==> src/rtl/phy_mgmt_ctrl.sv <==
// phy_mgmt_ctrl: sequences PHY register accesses through an MDIO master (init table, host access, link poll).
// Link polling of reg 0x01 is compiled in only when PHY_LINK_POLL_EN is defined.
module phy_mgmt_ctrl #(
    parameter logic [4:0] PHY_ADDR      = 5'h01,
    parameter int         POLL_INTERVAL = 100000,
    parameter int         TIMEOUT       = 4096
) (
    input  logic        sys_clk_100m,
    input  logic        sys_rst_n,
    input  logic        i_host_req,
    input  logic [1:0]  i_host_op,
    input  logic [4:0]  i_host_reg,
    input  logic [15:0] i_host_wdata,
    output logic        o_host_ack,
    output logic [15:0] o_host_rdata,
    output logic [1:0]  o_operation,
    output logic [4:0]  o_phy_addr,
    output logic [4:0]  o_reg_addr,
    output logic [15:0] o_write_data,
    output logic        o_operation_begin,
    input  logic [15:0] i_read_data,
    input  logic        i_read_data_valid,
    input  logic        i_operation_finish,
    input  logic        i_master_busy,
    output logic        o_init_done,
    output logic        o_link_up,
    output logic        o_link_change,
    output logic        o_timeout_err
);
    typedef enum logic [2:0] {IDLE, INIT_ISSUE, ARB, ISSUE, WAIT_DONE, GAP} state_t;
    typedef enum logic [1:0] {K_INIT, K_HOST, K_POLL} kind_t;

    // One counter serves the post-reset delay, the begin width, the timeout and the gap
    localparam int CW = $clog2((TIMEOUT > 16) ? TIMEOUT : 16) + 1;

    state_t        state;
    kind_t         kind;
    logic [CW-1:0] cnt;
    logic [1:0]    init_idx;
    logic [15:0]   rd_lat;
    logic [4:0]    init_reg;
    logic [15:0]   init_data;
    logic [15:0]   rd_now;
    logic          timed_out;
    logic          done;
    logic          host_sel;
    logic          host_ok;

    // Init table lookup, completion detection and host request qualification
    always_comb begin
        init_reg  = (init_idx == 2'd1) ? 5'h04 : 5'h00;
        init_data = (init_idx == 2'd0) ? 16'h8000 : (init_idx == 2'd1) ? 16'h01E1 : 16'h1200;
        rd_now    = i_read_data_valid ? i_read_data : rd_lat;
        timed_out = (state == WAIT_DONE) && !i_operation_finish && (cnt == CW'(TIMEOUT - 1));
        done      = (state == WAIT_DONE) && (i_operation_finish || timed_out);
        host_sel  = (state == ARB) && o_init_done && i_host_req;
        host_ok   = (i_host_op == 2'b01) || (i_host_op == 2'b10);
    end

`ifdef PHY_LINK_POLL_EN
    localparam int PW = $clog2(POLL_INTERVAL + 1);
    logic [PW-1:0] poll_cnt;
    logic          poll_go;

    assign poll_go = (state == ARB) && o_init_done && !i_host_req && (poll_cnt == PW'(POLL_INTERVAL));

    // Poll interval counter: runs after init, saturates at the interval (poll due), clears when a poll issues
    always_ff @(posedge sys_clk_100m or negedge sys_rst_n)
        if (!sys_rst_n) poll_cnt <= '0;
        else if (poll_go) poll_cnt <= '0;
        else if (o_init_done && poll_cnt != PW'(POLL_INTERVAL)) poll_cnt <= poll_cnt + PW'(1);

    // Link status from completed polls; a timed-out poll keeps the previous status
    always_ff @(posedge sys_clk_100m or negedge sys_rst_n)
        if (!sys_rst_n) begin
            o_link_up     <= 1'b0;
            o_link_change <= 1'b0;
        end else begin
            o_link_change <= 1'b0;
            if (done && kind == K_POLL && !timed_out) begin
                o_link_up     <= rd_now[2];
                o_link_change <= rd_now[2] != o_link_up;
            end
        end
`else
    assign o_link_up     = 1'b0;
    assign o_link_change = 1'b0;
`endif

    // Transaction sequencer: init table, arbitration, issue with a 2-cycle begin, completion and gap
    always_ff @(posedge sys_clk_100m or negedge sys_rst_n)
        if (!sys_rst_n) begin
            state             <= IDLE;
            kind              <= K_INIT;
            cnt               <= '0;
            init_idx          <= 2'd0;
            rd_lat            <= 16'h0000;
            o_host_ack        <= 1'b0;
            o_host_rdata      <= 16'h0000;
            o_operation       <= 2'b00;
            o_phy_addr        <= 5'h00;
            o_reg_addr        <= 5'h00;
            o_write_data      <= 16'h0000;
            o_operation_begin <= 1'b0;
            o_init_done       <= 1'b0;
            o_timeout_err     <= 1'b0;
        end else begin
            o_host_ack <= 1'b0;
            case (state)
                IDLE: begin
                    cnt <= cnt + CW'(1);
                    if (cnt == CW'(15)) begin
                        cnt   <= '0;
                        state <= INIT_ISSUE;
                    end
                end
                INIT_ISSUE: begin
                    kind         <= K_INIT;
                    o_operation  <= 2'b01;
                    o_phy_addr   <= PHY_ADDR;
                    o_reg_addr   <= init_reg;
                    o_write_data <= init_data;
                    state        <= ISSUE;
                end
                ARB: begin
                    if (host_sel) begin
                        kind <= K_HOST;
                        if (host_ok) begin
                            o_operation  <= i_host_op;
                            o_phy_addr   <= PHY_ADDR;
                            o_reg_addr   <= i_host_reg;
                            o_write_data <= (i_host_op == 2'b10) ? 16'h0000 : i_host_wdata;
                            state        <= ISSUE;
                        end else begin
                            o_host_ack <= 1'b1;
                            cnt        <= '0;
                            state      <= GAP;
                        end
                    end
`ifdef PHY_LINK_POLL_EN
                    else if (poll_go) begin
                        kind         <= K_POLL;
                        o_operation  <= 2'b10;
                        o_phy_addr   <= PHY_ADDR;
                        o_reg_addr   <= 5'h01;
                        o_write_data <= 16'h0000;
                        state        <= ISSUE;
                    end
`endif
                end
                ISSUE: begin
                    if (!i_master_busy) begin
                        o_operation_begin <= 1'b1;
                        cnt               <= '0;
                        rd_lat            <= 16'h0000;
                        state             <= WAIT_DONE;
                    end
                end
                WAIT_DONE: begin
                    cnt <= cnt + CW'(1);
                    if (cnt == CW'(1)) o_operation_begin <= 1'b0;
                    if (i_read_data_valid) rd_lat <= i_read_data;
                    if (done) begin
                        o_operation_begin <= 1'b0;
                        cnt               <= '0;
                        state             <= GAP;
                        if (timed_out) o_timeout_err <= 1'b1;
                        if (kind == K_INIT) init_idx <= init_idx + 2'd1;
                        if (kind == K_HOST) begin
                            o_host_ack   <= 1'b1;
                            o_host_rdata <= timed_out ? 16'hFFFF : (o_operation == 2'b10) ? rd_now : o_host_rdata;
                        end
                    end
                end
                GAP: begin
                    cnt <= cnt + CW'(1);
                    if (cnt == CW'(3)) begin
                        cnt <= '0;
                        if (kind == K_INIT && init_idx != 2'd3) state <= INIT_ISSUE;
                        else state <= ARB;
                        if (kind == K_INIT && init_idx == 2'd3) o_init_done <= 1'b1;
                    end
                end
                default: state <= IDLE;
            endcase
        end
endmodule

==> config.mk <==
export PLATFORM = sky130hd
export DESIGN_NAME = phy_mgmt_ctrl
export DESIGN_NICKNAME = d
export VERILOG_FILES = /design/src/rtl/phy_mgmt_ctrl.sv
export SDC_FILE = /design/constraint.sdc
export NUM_CORES = 1
export LEC_CHECK = 0
export ABC_AREA = 0
export ABC_CLOCK_PERIOD_IN_PS = 5370
export BUFFER_PORTS_ARGS = -buffer_cell sky130_fd_sc_hd__buf_2
export CELL_PAD_IN_SITES_DETAIL_PLACEMENT = 0
export CELL_PAD_IN_SITES_GLOBAL_PLACEMENT = 1
export CORE_ASPECT_RATIO = 0.6
export CORE_UTILIZATION = 43
export CTS_CLUSTER_DIAMETER = 100
export DETAILED_ROUTE_END_ITERATION = 10
export HOLD_SLACK_MARGIN = 0.1
export PLACE_DENSITY_LB_ADDON = 0.1
export SLEW_MARGIN = 20
export SYNTH_ARGS = -nofsm -noshare
export SYNTH_HDL_FRONTEND = slang
export SYNTH_SLANG_ARGS = --single-unit
==> constraint.sdc <==
create_clock -name sys_clk_100m -period 5.37 [get_ports sys_clk_100m]
set_clock_uncertainty 0.15 [all_clocks]
set_input_delay 0.2685 -clock sys_clk_100m [delete_from_list [all_inputs] [get_ports sys_clk_100m]]
set_output_delay 0.2685 -clock sys_clk_100m [all_outputs]
set_load 0.03 [all_outputs]
==> summary.txt <==
Outcome
  – Outcome: finished, final reports clean

Worst setup path
  – Setup crit start kind: flip-flop
  – Max incr delay on CP: between 0.9 and 1 ns
  – Critical-path maximum fanout: 17
  – Req. time, crit path: 5.48 ns
  – CP max stage cell: nor3_2
  – Crit-path cells: nor3b_1 -> nand2_1 -> nor3_2 -> o21bai_2 -> a2bb2oi_1
  – CP arrival: about 3.3 ns
  – CP Capture Type: flip-flop
  – Crit Path Class: flip-flop to flip-flop

Yosys
  – EDFF count, synth: 0
  – Post-synth ARST share: 100%
  – Cell Area, Synth: ~0.0038 mm^2
  – Gate Count Post-Synth: 398
  – Seq/Total Area, Yosys: ~51%
  – Synth unique cells: 54
  – Syn. warnings: 0
  – Number of synthesized register bits: 79
  – Mean area per synthesized cell: around 9.7 um^2
  – Most used DFF post-synth: dfrtp_1

Power
  – PwrDens: approximately 270 mW/mm^2
  – Total power: roughly 0.0014 W
  – Leak pwr: approximately 2.4 nW
  – VDD IR max: 0.191 mV

Timing
  – Fmax: 0.318 GHz
  – Slew Limit Fails: 0
  – Setup-failing EPs final: 0
  – Slew headroom: approximately a quarter
  – Minimum clock period: about 3.1 ns
  – RSZ-0062 raised after global routing: no
  – Least-Margin Pin Slew: roughly 1.1 ns
  – Count of final hold-check violations: 0
  – Setup tns final: 0 ns
  – Fin crit share: roughly three fifths

Global route
  – Remaining global-route overflow: 0
  – Antenna violations before repair: 0
  – Global Route Usage Sum: ~22%
  – Largest net degree at the start of global routing: 80
  – Vias in the first global route: approximately 3000
  – First-pass GRT wire length: roughly 15 mm

Clocking
  – H-tree depth: 3
  – Clock root cell: clkbuf_16
  – Number of clock buffers inserted by TritonCTS: 9
  – Clock sinks: between 70 and 80
  – Clk buf depth: 2
  – Clock transition at the registers of the reported paths: 0.06 ns
  – Worst-Skew Late Latency: ~0.34 ns
  – CTS tree: built
  – Buffer count from post-CTS setup fixing: 0

Route
  – 1st-iter DRT viols: between 200 and 300
  – DR vias: between 3000 and 4000
  – Wire length per cell: ~15 um
  – Routed vias/inst: ~5.2
  – Routed wire length: 9.74 mm
  – DRC Markers: 0
  – Post-DRT Antenna Nets: 0
  – DRT Pass-1 Iters: 4

Cells and area
  – Most frequent cells in the layout: buf_2, dfrtp_1, nand2_1, dlygate4sd3_1, o21ai_0
  – Most common cell after layout, fill and taps aside: buf_2
  – Final core utilization: 58.6%
  – Share of layout cells above drive strength 1: between 20% and 30%
  – Ant. Diodes: 0
  – Fill cell count: 740
  – NumNets Final: around 570
  – P&R area growth vs syn: 30.8%
  – Finished Layout Cells: 630

Placed design
  – Placed Instances: around 580
  – Detailed placement HPWL: around 6.5 mm
  – # port buffers: 88
  – GPL Wtd Cong: roughly 0.84

Run
  – Max Cap Violations: 0

Floorplanning
  – Rows: 26
  – IO Pins: 95
  – Die X: 124 um
  – Die area: between 0.009 and 0.01 mm^2
  – Chip Height: around 75 um
  – Initial Utilization: between 40% and 50%
  – Core area: between 0.008 and 0.009 mm^2

Worst hold path
  – Min-Delay Path Class: input pin to flip-flop
## where the power goes
part / internal, W / leakage [nW] / switching [W]
Sequential: 0.000603 / 1.04 / 0.00000457
Clock: 0.000420 / 0.156 / 0.000243
Combinational: 0.0000458 / 1.23 / 0.0000611
Total: 0.00107 / 2.43 / 0.000309
## metrics by stage
step,instance area [um^2],worst slack [ns],hold slack [ns]
after floorplan,3870,3.19,-0.177
after global placement,4320,2.41,0.296
after detailed placement,4320,2.23,0.298
after CTS,5030,2.23,0.150
after global routing,5040,2.00,0.186
final,5040,2.22,0.155
## cells in the mapped netlist (all sizes together) (5+ instances only)
master | n | area [um^2]
a21oi | 16 | 83.8
a22o | 5 | 43.8
a2bb2oi | 16 | 140
buf | 9 | 62.6
clkbuf | 19 | 71.3
dfrtp | 79 | 1980
ha | 8 | 100
inv | 9 | 33.8
mux2i | 16 | 160
nand2 | 70 | 263
nand2b | 7 | 43.8
nand3 | 16 | 80.1
nand4 | 6 | 37.5
nor2 | 23 | 86.3
nor3 | 10 | 55.1
o21ai | 36 | 180
xnor2 | 7 | 61.3
## logic make-up (layout without fill, tap and decap cells)
group / Yosys count / count (layout) / synth area share [%]
flip-flops: 79 / 79 / 51.3
AND/OR/NAND/NOR: 160 / 160 / 20.1
other: 1 / 6 / 0.0974
AO/OA/AOI/OAI: 87 / 87 / 14.9
XOR/XNOR: 8 / 8 / 1.82
multiplexers: 18 / 18 / 4.74
adder cells (fa/ha/maj): 8 / 8 / 2.60
buffers and inverters: 37 / 152 / 4.35
## critical path: cells and delay by family, from the launching register on
family,cells,cell delay (ns)
simple gates,3,1.58
compound gates,2,0.72
flops,1,0.61
## final timing paths
kind | startpoint | endpoint | slack (ns) | depth (start not counted)
max in group asynchronous | sys_rst_n | cnt[1]$_DFFE_PN0P_ | 4.20 | 2
hold / removal | i_operation_finish | o_timeout_err$_DFFE_PN0P_ | 0.16 | 3
setup / recovery | state[2]$_DFFE_PN0P_ | o_host_rdata[8]$_DFFE_PN0P_ | 2.22 | 5
hold reg to reg | o_write_data[3]$_DFFE_PN0P_ | o_write_data[3]$_DFFE_PN0P_ | 0.32 | 2
min in group asynchronous | sys_rst_n | rd_lat[6]$_DFFE_PN0P_ | 0.39 | 2
setup reg to reg | state[2]$_DFFE_PN0P_ | o_host_rdata[8]$_DFFE_PN0P_ | 2.22 | 5
## final cells by class
cell class	instances	area [um^2]	area share, %
clock inverter	5	81.3	1.61
multi-input combinational	287	1720	34.2
inverter	9	33.8	0.671
sequential	79	1980	39.3
timing repair buffer	127	837	16.6
tap	112	140	2.78
clock buffer	11	243	4.82
## state kept, by name, indices dropped and copies added, names as in the netlist, 2 cells and up
name	count
o_reg_addr	5
state	3
init_idx	2
cnt	13
o_host_rdata	16
o_operation	2
o_write_data	16
rd_lat	16
## repair_timing
item / CTS / global route
hold buffers: 39 / 0
hold endpoints to repair: 119 / 0
gates resized for setup: 0 / 0
## routing by layer
layer,GRT usage (%),routed length (um),vias to the layer above
met4,6.22,66,0
met5,0,0,-
met1,33.1,5020,1559
met2,30.9,4150,92
met3,6.66,498,5
li1,-,-,1617
Power figures use the tool's default switching activity.
